[src/rtl/div_circ_if.sv]
// Handshake and operand/result bundle between the arithmetic-unit controller
// and the restoring divider.
interface div_circ_if #(
    parameter int WIDTH = 32
) ();
    localparam int CW = $clog2(WIDTH) + 1;

    logic             start;
    logic [WIDTH-1:0] dividend;
    logic [WIDTH-1:0] divisor;
    logic [WIDTH-1:0] quotient;
    logic [WIDTH-1:0] remainder;
    logic [CW-1:0]    counter;
    logic             busy;
    logic             done;
    logic             div_by_zero;

    modport master (
        output start, dividend, divisor,
        input  quotient, remainder, counter, busy, done, div_by_zero
    );

    modport slave (
        input  start, dividend, divisor,
        output quotient, remainder, counter, busy, done, div_by_zero
    );
endinterface

[src/rtl/div_circ.sv]
// Sequential unsigned restoring divider: one quotient bit per clock,
// IDLE -> RUN (WIDTH cycles) -> DONE, with a start/done handshake.
module div_circ #(
    parameter int WIDTH = 32
) (
    input  logic       clk,
    input  logic       rst,
    div_circ_if.slave  bus
);
    localparam int CW = $clog2(WIDTH) + 1;

    typedef enum logic [1:0] {IDLE, RUN, DONE} state_e;

    state_e           state_q, state_d;
    logic [WIDTH-1:0] quot_q, quot_d;
    logic [WIDTH-1:0] rem_q, rem_d;
    logic [WIDTH-1:0] dvsr_q, dvsr_d;
    logic [CW-1:0]    cnt_q, cnt_d;
    logic             dbz_q, dbz_d;

    logic             accept;
    logic             last_iter;
    logic [WIDTH:0]   partial;
    logic             fits;
    logic [WIDTH-1:0] diff;

    assign accept    = bus.start && (state_q != RUN);
    assign last_iter = (cnt_q == CW'(WIDTH - 1));

    // The partial remainder needs WIDTH+1 bits: with a divisor >= 2^(WIDTH-1)
    // it can exceed 2^WIDTH-1, and the truncated difference is still exact.
    assign partial = {rem_q, quot_q[WIDTH-1]};
    assign fits    = (partial >= {1'b0, dvsr_q});
    assign diff    = partial[WIDTH-1:0] - dvsr_q;

    // NOTE: registers use non-blocking assignments so every flop samples the
    // pre-edge values regardless of process ordering.
    always_ff @(posedge clk) begin
        if (rst) begin
            state_q <= IDLE;
            quot_q  <= '0;
            rem_q   <= '0;
            dvsr_q  <= '0;
            cnt_q   <= '0;
            dbz_q   <= 1'b0;
        end else begin
            state_q <= state_d;
            quot_q  <= quot_d;
            rem_q   <= rem_d;
            dvsr_q  <= dvsr_d;
            cnt_q   <= cnt_d;
            dbz_q   <= dbz_d;
        end
    end

    always_comb begin
        state_d = state_q;
        unique case (state_q)
            IDLE, DONE: begin
                if (bus.start) state_d = (bus.divisor == '0) ? DONE : RUN;
                else           state_d = IDLE;
            end
            RUN:     if (last_iter) state_d = DONE;
            default: state_d = IDLE;
        endcase
    end

    // NOTE: every signal gets a hold default first so no path infers a latch.
    always_comb begin
        quot_d = quot_q;
        rem_d  = rem_q;
        dvsr_d = dvsr_q;
        cnt_d  = cnt_q;
        dbz_d  = dbz_q;
        if (accept) begin
            dvsr_d = bus.divisor;
            cnt_d  = '0;
            if (bus.divisor == '0) begin
                quot_d = '1;
                rem_d  = bus.dividend;
                dbz_d  = 1'b1;
            end else begin
                quot_d = bus.dividend;
                rem_d  = '0;
                dbz_d  = 1'b0;
            end
        end else if (state_q == RUN) begin
            quot_d = {quot_q[WIDTH-2:0], fits};
            rem_d  = fits ? diff : partial[WIDTH-1:0];
            cnt_d  = cnt_q + CW'(1);
        end
    end

    always_comb begin
        bus.busy        = (state_q == RUN);
        bus.done        = (state_q == DONE);
        bus.quotient    = quot_q;
        bus.remainder   = rem_q;
        bus.counter     = cnt_q;
        bus.div_by_zero = dbz_q;
    end
endmodule

[src/flat_wrapper.sv]
// flat-port wrapper written by rule: the top's interface ports become plain ports
module div_circ_flat 
#(
    parameter int WIDTH = 32
)
  (clk, rst, bus_start, bus_dividend, bus_divisor, bus_quotient, bus_remainder, bus_counter, bus_busy, bus_done, bus_div_by_zero);
  div_circ_if #(.WIDTH(WIDTH)) bus_i ();
  input  logic clk;
  input  logic rst;
  input wire logic [$bits(bus_i.start)-1:0] bus_start;
  input wire logic [$bits(bus_i.dividend)-1:0] bus_dividend;
  input wire logic [$bits(bus_i.divisor)-1:0] bus_divisor;
  output wire logic [$bits(bus_i.quotient)-1:0] bus_quotient;
  output wire logic [$bits(bus_i.remainder)-1:0] bus_remainder;
  output wire logic [$bits(bus_i.counter)-1:0] bus_counter;
  output wire logic [$bits(bus_i.busy)-1:0] bus_busy;
  output wire logic [$bits(bus_i.done)-1:0] bus_done;
  output wire logic [$bits(bus_i.div_by_zero)-1:0] bus_div_by_zero;
  assign bus_i.start = bus_start;
  assign bus_i.dividend = bus_dividend;
  assign bus_i.divisor = bus_divisor;
  assign bus_quotient = bus_i.quotient;
  assign bus_remainder = bus_i.remainder;
  assign bus_counter = bus_i.counter;
  assign bus_busy = bus_i.busy;
  assign bus_done = bus_i.done;
  assign bus_div_by_zero = bus_i.div_by_zero;
  div_circ #(.WIDTH(WIDTH)) u_core (.clk(clk), .rst(rst), .bus(bus_i));
endmodule
[config.mk]
export PLATFORM = sky130hd
export DESIGN_NAME = div_circ_flat
export DESIGN_NICKNAME = d
export VERILOG_FILES = /design/src/rtl/div_circ_if.sv /design/src/rtl/div_circ.sv /design/src/flat_wrapper.sv
export SDC_FILE = /design/constraint.sdc
export NUM_CORES = 1
export LEC_CHECK = 0
export ABC_AREA = 1
export CORE_MARGIN = 1.5
export CORE_UTILIZATION = 35
export DETAILED_ROUTE_END_ITERATION = 7
export PLACE_DENSITY_LB_ADDON = 0.05
export SETUP_SLACK_MARGIN = 0.15
export SLEW_MARGIN = 10
export SYNTH_ARGS = -nofsm -noshare
export SYNTH_HDL_FRONTEND = slang
export SYNTH_SLANG_ARGS = --single-unit
[constraint.sdc]
create_clock -name clk -period 6.5 [get_ports clk]
set_clock_uncertainty 0.2 [all_clocks]
set_input_delay 0.65 -clock clk [delete_from_list [all_inputs] [get_ports clk]]
set_output_delay 0.65 -clock clk [all_outputs]
set_load 0.02 [all_outputs]
Word level (Yosys, flattened, before mapping). Index checks and enable logic that the tools add are counted.

$add $sub $neg: 2. Magnitude comparators: 1. Equal/unequal tests: 5. Multiplexer cells: 12. Reductions and logical operators: 6.

Operators with widths (count): 32-bit two-way mux (7); 33-bit by 32-bit >= comparator with 1-bit output (1); 32-bit zero test (1); 32-bit subtractor (1); 6-bit by 1-bit adder with 6-bit output (second input constant) (1); 6-bit by 5-bit equality test with 1-bit output (second input constant) (1); 2-bit two-way mux (3); 2-bit by 1-bit inequality test with 1-bit output (second input constant) (2); 2-bit case mux with 2 select lines (1); 2-bit OR reduction (2); 2-bit by 1-bit equality test with 1-bit output (second input constant) (1); 2-bit equality test (second input constant) (1); 2-bit zero test (1); 2-bit nonzero test (1); 1-bit logical AND (1); 1-bit two-way mux (1).

Flip-flop bits (word level): 105. Output and inout port bits: 73.

Logic depth before layout (Yosys ltp). Gate-level depths: netlist of run 1.

Word-level depth: 4. Gate-level depth with buffers: 17. Depth with buffers taken out: 16.

Least setup slack after synthesis of run 1. Ideal clock, no wire load.

Kind: register to register. Start point: register u_core.quot_q[31], in the netlist u_core.bus.quotient[31]. End point: register u_core.rem_q[28], in the netlist u_core.bus.remainder[28]. Setup time: 0.122 ns. Arrival: 1.932 ns. Required time: 6.178 ns. Path slack: 4.246 ns. Stages on the path, launching flop included: 17. Cell sequence: dfxtp_1 > inv_1 > ha_1 > inv_1 > fa_1 > nand3_1 > nand3_1 > nand2_1 > nand2_1 > nand2_1 > nand2_1 > nand2_1 > nand2_1 > nand2_1 > nand3_1 > nand2_1 > a21oi_2.

Word-level cells in the longest chain between the ends: 4.

RTL lines: start, declared (RTL line div_circ.sv:15) `logic [WIDTH-1:0] quot_q, quot_d;`; start signal, assigned (RTL line div_circ.sv:48) `quot_q <= quot_d;`; 32-bit subtractor / 33-bit by 32-bit >= comparator with 1-bit output (equally long branches) (RTL line div_circ.sv:34, div_circ.sv:33); 32-bit two-way mux (*) (RTL line div_circ.sv:89) `rem_d = fits ? diff : partial[WIDTH-1:0];`; 32-bit two-way mux (*) (RTL line div_circ.sv:87) `end else if (state_q == RUN) begin`; 32-bit two-way mux (*) (RTL line div_circ.sv:75) `if (accept) begin`; end signal, assigned (RTL line div_circ.sv:49) `rem_q <= rem_d;`; end, declared (RTL line div_circ.sv:16) `logic [WIDTH-1:0] rem_q, rem_d;`.

Every way passes the cells marked *; elsewhere a longest branch is shown, timed or not. The select of a mux whose other input is x is not followed. A chain may end at the register's enable or synchronous reset.

Worst setup path in the final report of run 1.
Start point: input port bus_divisor[3]. End point: register u_core.quot_q[15], in the netlist u_core.bus.quotient[15].

Word-level cells in the longest chain between the ends: 3.

RTL lines: start, declared (RTL line flat_wrapper.sv:12) `input wire logic [$bits(bus_i.divisor)-1:0] bus_divisor;`; 32-bit zero test (RTL line div_circ.sv:78) `if (bus.divisor == '0) begin`; 32-bit two-way mux (RTL line div_circ.sv:78); 32-bit two-way mux (RTL line div_circ.sv:75).

No other way between the ends.

==> results_dict.tcl, run 1 <==
set metrics [dict create \
    outcome "finished clean" \
    vdd_drop_max_uv 152 \
    hp-class "reg -> reg" \
    drc_errors 0 \
    hpwl_um 20800 \
    final_nets 1436 \
    crit_fanout 37 \
    drt-total-wl_um 27100 \
    routabilityCongestion 0.883 \
    hold_buffers 0 \
    syn_avg_cell_area_sq_um 6.24 \
    drv_cap 0 \
    dr.pass1.iters 6 \
    grt_max_degree 64 \
    start_util_pct 35.4 \
    synth_seq_cells 105 \
    yosysSeqAreaShare_pct 27.4 \
    drive_gt1_share_pct 6.12 \
    antenna_found_initial 0 \
    timing.setup.tns_ns 0 \
    path_cells "clkdlybuf4s50_1, nor4_1, nand4_1, nor2_4, nand2_1, a41oi_1" \
    die_w_um 151 \
    clk_latency_ns 0.38 \
    vias_per_cell 5.07 \
    fin_crit_sh_pct 56.5 \
    internal_power_uw 1590 \
    period_minus_slack_ns 3.68 \
    rows 54 \
    mostFrequentLayoutCells "nand2_1 (317), inv_1 (204), clkdlybuf4s50_1 (139), a21oi_1 (106), dfxtp_1 (105)" \
    drt_iter0_drc 451 \
    final_common_cell "nand2_1" \
    ys_warn_count 0 \
    power_density_nw_per_um2 314 \
    critical_path.max_stage_delay_ns 0.76 \
    syn_area_sq_um 7680 \
    seq_area_sq_um 2100 \
    grt-ovfl-total 0 \
    ant_nets 0 \
    p_clk_share_pct 19.1 \
    p_sw_share_pct 46.9 \
    cp.required_ns 6.59 \
    ff2ff_path_depth 12 \
    hold_viol 0 \
    critPathKind "in -> reg" \
    slew_headroom_pct 40.1 \
    h-tree-depth 3 \
    multiInputGateArea_sq_um 4480 \
    p_seq_share_pct 26.5 \
    dpl_worst_slack_ns 2.32 \
    wl_per_cell_um 16.7 \
    n_antenna_cell 0 \
    comb_power_share_pct 54.4 \
    setup_slack_ns 2.82 \
    finalSetupViolCount 0 \
    switchingPower_uw 1400 \
    tritoncts "yes" \
    cts_buffer_depth 2 \
    grt_pass1_vias 7838 \
    num_vias 8212 \
    cts-root-buf "clkbuf_16" \
    critPathArrivalTime_ns 3.77 \
    boundaryPins 140 \
    worst_pin_slew_ns 0.896 \
    post_cts_buffers 0 \
    yosysUniqueCellTypes 40 \
    p_leak_uw 0.00445 \
    post_cts_resized 0 \
    grt_pass1_wl_um 43100 \
    die_y_um 151 \
    clkTransAtPathRegs_ns 0.09 \
    worst_setup_path_start_kind "input pin" \
    synth_nets 1332 \
    fmax_mhz 272 \
    crit_slowest_cell "nand2_1" \
    cts.sinks 105 \
    grt_use_total_pct 24.6 \
    rsz0062_at_grt "no" \
    core_sq_um 21700 \
    slew_viol_final 0 \
    io_buffers 139 \
    cp-end-kind "flop" \
    syn_inst 1231 \
    die-area_sq_um 22800 \
    numCtsBuffers 9 \
    hold_depth 2 \
    area_growth_pct 23.7 \
    nFillCells 2337 \
]
==> worst max-delay path, delay by kind of cell <==
family | cells | cell delay, ns
AOI/OAI and AO/OA | 1 | 0.35
and+or+nand+nor | 4 | 2.33
buffers and inverters | 1 | 0.42
==> synth_stat cells <==
| cell type | n | share of area, % |
|---|---|---|
| xnor2_1 | 15 | 1.7 |
| nor3_1 | 5 | 0.33 |
| ha_1 | 33 | 5.4 |
| a21boi_0 | 1 | 0.098 |
| a31oi_2 | 1 | 0.16 |
| nand2_1 | 317 | 15 |
| nand4_1 | 14 | 1.1 |
| buf_4 | 1 | 0.098 |
| a22o_1 | 4 | 0.46 |
| buf_2 | 14 | 0.91 |
| nand3b_1 | 27 | 2.6 |
| o21ai_0 | 87 | 5.7 |
| clkbuf_1 | 28 | 1.4 |
| a41oi_1 | 5 | 0.57 |
| fa_1 | 1 | 0.26 |
| a21oi_2 | 7 | 0.80 |
| buf_1 | 3 | 0.15 |
| a21oi_4 | 1 | 0.21 |
| nand2_4 | 2 | 0.29 |
| nor2_8 | 1 | 0.26 |
| buf_6 | 9 | 1.3 |
| nor2_1 | 56 | 2.7 |
| a31oi_1 | 2 | 0.16 |
| nor2_4 | 2 | 0.29 |
| inv_2 | 11 | 0.54 |
| nand3_2 | 6 | 0.78 |
| inv_1 | 206 | 10 |
| o22ai_1 | 15 | 1.2 |
| nand2_2 | 13 | 1.1 |
| nor4_1 | 9 | 0.73 |
| nor3_2 | 1 | 0.13 |
| nand3_1 | 99 | 6.5 |
| a21oi_1 | 106 | 6.9 |
| nor2_2 | 9 | 0.73 |
| or2_2 | 1 | 0.082 |
| and2_1 | 3 | 0.24 |
| o21bai_1 | 3 | 0.29 |
| a221oi_1 | 7 | 0.80 |
| dfxtp_1 | 105 | 27 |
| and3_1 | 1 | 0.082 |
==> registers in the layout (all words and copies together) (netlist names) <==
signal                  cells
u_core.bus.div_by_zero      1
u_core.bus.counter          6
u_core.bus.quotient        32
u_core.state_q              2
u_core.bus.remainder       32
u_core.dvsr_q              32
==> cells by family after synthesis <==
group | after synthesis | synth area share (%)
AO/OA/AOI/OAI | 239 | 17.4
buffers and inverters | 272 | 14.5
AND/OR/NAND/NOR | 566 | 33.5
flip-flops | 105 | 27.4
XOR/XNOR | 15 | 1.71
adder cells (fa/ha/maj) | 34 | 5.64
==> through the flow <==
step	hold WS (ns)	instance area, sq um	util (%)	std cells	total power (uW)
floorplan	0.233	7680	-	1231	1960
global placement	0.246	9200	42.4	1604	2420
detailed placement	0.257	9200	42.4	1604	2420
CTS	0.268	9500	43.8	1620	3010
global route	0.286	9500	43.8	1620	3240
finish	0.266	9500	43.8	1620	2990
==> area by class of cell <==
| class | instances | share of cell area (%) |
|---|---|---|
| tap | 280 | 3.69 |
| inverter | 217 | 8.58 |
| clock inverter | 6 | 0.711 |
| sequential | 105 | 22.1 |
| multi-input combinational | 854 | 47.1 |
| timing repair buffer | 148 | 15.4 |
| clock buffer | 10 | 2.41 |
==> power groups by stage <==
stage                     combinational, uW  sequential (uW)  clock (uW)
after floorplan                        1110              848           0
after global placement                 1610              806           0
after detailed placement               1620              804           0
after CTS                              1630              791         588
after global routing                   1820              802         610
final                                  1620              791         570
==> per-layer routing <==
metal	wire length, um	global-route usage [%]
met5	0	0
met4	441	6.26
met3	1530	4.55
met2	12000	38.5
met1	13200	34.5
==> final timing paths <==
check / start / endpoint / slack (ns)
max reg2reg: u_core.bus.remainder[11] / u_core.bus.remainder[25] / 3.41
min: u_core.dvsr_q[10] / u_core.dvsr_q[10] / 0.27
min reg2reg: u_core.dvsr_q[10] / u_core.dvsr_q[10] / 0.27
max: bus_divisor[3] / u_core.bus.quotient[15] / 2.82
Power figures use the tool's default switching activity.
==> run 2: changes to the inputs <==
==> constraint.sdc (replaced) <==
create_clock -name clk -period 2.94 [get_ports clk]
set_clock_uncertainty 0.2 [all_clocks]
set_input_delay 0.294 -clock clk [delete_from_list [all_inputs] [get_ports clk]]
set_output_delay 0.294 -clock clk [all_outputs]
set_load 0.02 [all_outputs]
==> run 2 against run 1 <==
  * Combinational power up 140%
  * Cell count up 2.2%
  * First-iteration DRC count up 9.1%
  * Die area unchanged
  * Via count up 1.2%
  * Largest cell class unchanged
  * Highest routed layer unchanged
==> results_dict.tcl, run 2 (synthesized netlist as in run 1, its figures left out) <==
set metrics [dict create \
    ant_nets 0 \
    fmax_mhz 381 \
    timing.setup.tns_ns 0 \
    grt_pass1_vias 7722 \
    setup_slack_ns 0.317 \
    num_vias 8309 \
    drt_iter0_drc 492 \
    die_w_um 151 \
    critPathKind "reg -> reg" \
    antenna_found_initial 0 \
    tritoncts "yes" \
    h-tree-depth 3 \
    n_antenna_cell 0 \
    vias_per_cell 5.02 \
    die_y_um 151 \
    ff2ff_path_depth 13 \
    cts_buffer_depth 2 \
    drive_gt1_share_pct 8.58 \
    rows 54 \
    dr.pass1.iters 6 \
    internal_power_uw 3720 \
    period_minus_slack_ns 2.62 \
    p_sw_share_pct 46.4 \
    drv_cap 0 \
    mostFrequentLayoutCells "nand2_1 (317), inv_1 (204), clkdlybuf4s50_1 (139), a21oi_1 (106), dfxtp_1 (105)" \
    outcome "finished clean" \
    grt_pass1_wl_um 43400 \
    cp.required_ns 3.00 \
    cp-end-kind "flop" \
    worstReg2RegEnd "u_core.bus.remainder[5]" \
    critPathArrivalTime_ns 2.69 \
    drt-total-wl_um 28000 \
    comb_power_share_pct 55.4 \
    area_growth_pct 27.9 \
    holdPathEnd "u_core.dvsr_q[20]" \
    power_density_nw_per_um2 705 \
    fin_crit_sh_pct 89.2 \
    grt-ovfl-total 0 \
    finalSetupViolCount 0 \
    crit_fanout 17 \
    clk_latency_ns 0.37 \
    grt_max_degree 69 \
    timing.rr.start "u_core.bus.remainder[7]" \
    drc_errors 0 \
    boundaryPins 140 \
    hold_ws_ns 0.263 \
    p_seq_share_pct 25.2 \
    core_sq_um 21700 \
    p_leak_uw 0.00466 \
    die-area_sq_um 22800 \
    hold_viol 0 \
    hold_depth 2 \
    hpwl_um 22100 \
    worst_setup_path_start_kind "flop" \
    routabilityCongestion 0.928 \
    dpl_worst_slack_ns 0.209 \
    wl_per_cell_um 16.9 \
    vdd_drop_max_uv 363 \
    ff2ff_setup_slack_ns 0.32 \
    switchingPower_uw 3210 \
    p_clk_share_pct 19.4 \
    numCtsBuffers 9 \
    hp-class "reg -> reg" \
    slew_headroom_pct 51.5 \
    grt_use_total_pct 25.0 \
    final_nets 1472 \
    io_buffers 139 \
    hp-start "u_core.dvsr_q[20]" \
    slew_viol_final 0 \
    rsz0062_at_grt "no" \
    cts-root-buf "clkbuf_16" \
    final_common_cell "nand2_1" \
    clkTransAtPathRegs_ns 0.09 \
    worst_pin_slew_ns 0.727 \
    cts.sinks 105 \
    start_util_pct 35.4 \
]
run 2: changes by cell type in the layout (fill, tap and decap cells not counted):
cell	previous run	this run
clkinv_8	2	1
buf_6	0	1
bufinv_16	0	1
clkinv_4	0	1
inv_6	4	2
buf_12	0	3
inv_8	0	1
buf_4	9	41
run 2: stage by stage:
| stage | power, uW | util [%] | instances | area [sq um] |
|---|---|---|---|---|
| 2_1_floorplan | 4330 | - | 1231 | 7680 |
| 3_3_place_gp | 5600 | 43.8 | 1640 | 9510 |
| 3_5_place_dp | 5580 | 43.8 | 1640 | 9510 |
| 4_1_cts | 6940 | 45.3 | 1656 | 9820 |
| 5_1_grt | 7460 | 45.3 | 1656 | 9830 |
| 6_report | 6930 | 45.3 | 1656 | 9830 |
run 2: power by group through the flow:
stage	clock network [uW]	logic (uW)	registers, uW
floorplan	0	2450	1880
global placement	0	3820	1780
detailed placement	0	3800	1780
CTS	1370	3830	1750
global route	1420	4280	1770
finish	1340	3840	1750
run 2: layer usage:
layer	wire length, um	global-route usage, %
met5	0	0
met4	597	7.23
met3	1400	3.49
met2	11700	36.9
met1	14300	37.2
run 2: what timing repair did:
item / in CTS / in global routing
hold buffers: 0 / 0
setup endpoints to repair: 0 / 6
gates resized for setup: 0 / 1
buffers inserted: 0 / 0
run 2: critical path, stage by stage (launching register included):
cell and delay [ns]:
dfxtp_1 0.36, ha_1 0.43, nand2_2 0.12, nor2_2 0.18
nand3_1 0.14, nand3_2 0.18, nand2_2 0.08, nand2_2 0.10
nand2_4 0.06, nand2_4 0.18, buf_4 0.23, nand2_1 0.10
nand3_1 0.08, a21oi_1 0.07
run 2: worst max-delay path by stage:
stage / slack (ns) / start / depth (start not counted) / to
3_5_place_dp: 0.21 / bus_divisor[7] / 9 / u_core.bus.remainder[23]
3_3_place_gp: 0.19 / bus_divisor[27] / 9 / u_core.bus.remainder[23]
6_report: 0.32 / u_core.bus.remainder[7] / 13 / u_core.bus.remainder[5]
5_1_grt: 0.19 / u_core.bus.remainder[7] / 13 / u_core.bus.remainder[6]
4_1_cts: 0.33 / u_core.bus.remainder[7] / 16 / u_core.bus.remainder[27]
2_1_floorplan: 0.69 / u_core.bus.quotient[31] / 16 / u_core.bus.remainder[28]
run 2: final cells by class:
| type | count | area (sq um) |
|---|---|---|
| fillers | 2303 | 11900 |
| multi-input cells | 854 | 4480 |
| flip-flops and latches | 105 | 2100 |
| repair buffers | 184 | 1770 |
| inverters | 217 | 815 |
| well taps | 280 | 350 |
| clock buffers | 10 | 229 |
| clock inverters | 6 | 83.8 |
==> run 3: changes to the inputs <==
--- a/config.mk
+++ b/config.mk
@@ -6,11 +6,14 @@
 export NUM_CORES = 1
 export LEC_CHECK = 0
 export ABC_AREA = 1
+export ABC_CLOCK_PERIOD_IN_PS = 2940
+export CAP_MARGIN = 5
 export CORE_MARGIN = 1.5
 export CORE_UTILIZATION = 35
 export DETAILED_ROUTE_END_ITERATION = 7
 export PLACE_DENSITY_LB_ADDON = 0.05
 export SETUP_SLACK_MARGIN = 0.15
+export SKIP_CTS_REPAIR_TIMING = 1
 export SLEW_MARGIN = 10
 export SYNTH_ARGS = -nofsm -noshare
 export SYNTH_HDL_FRONTEND = slang
==> results of run 3 <==
Final layout, timing and power as in run 2 (identical DEF).
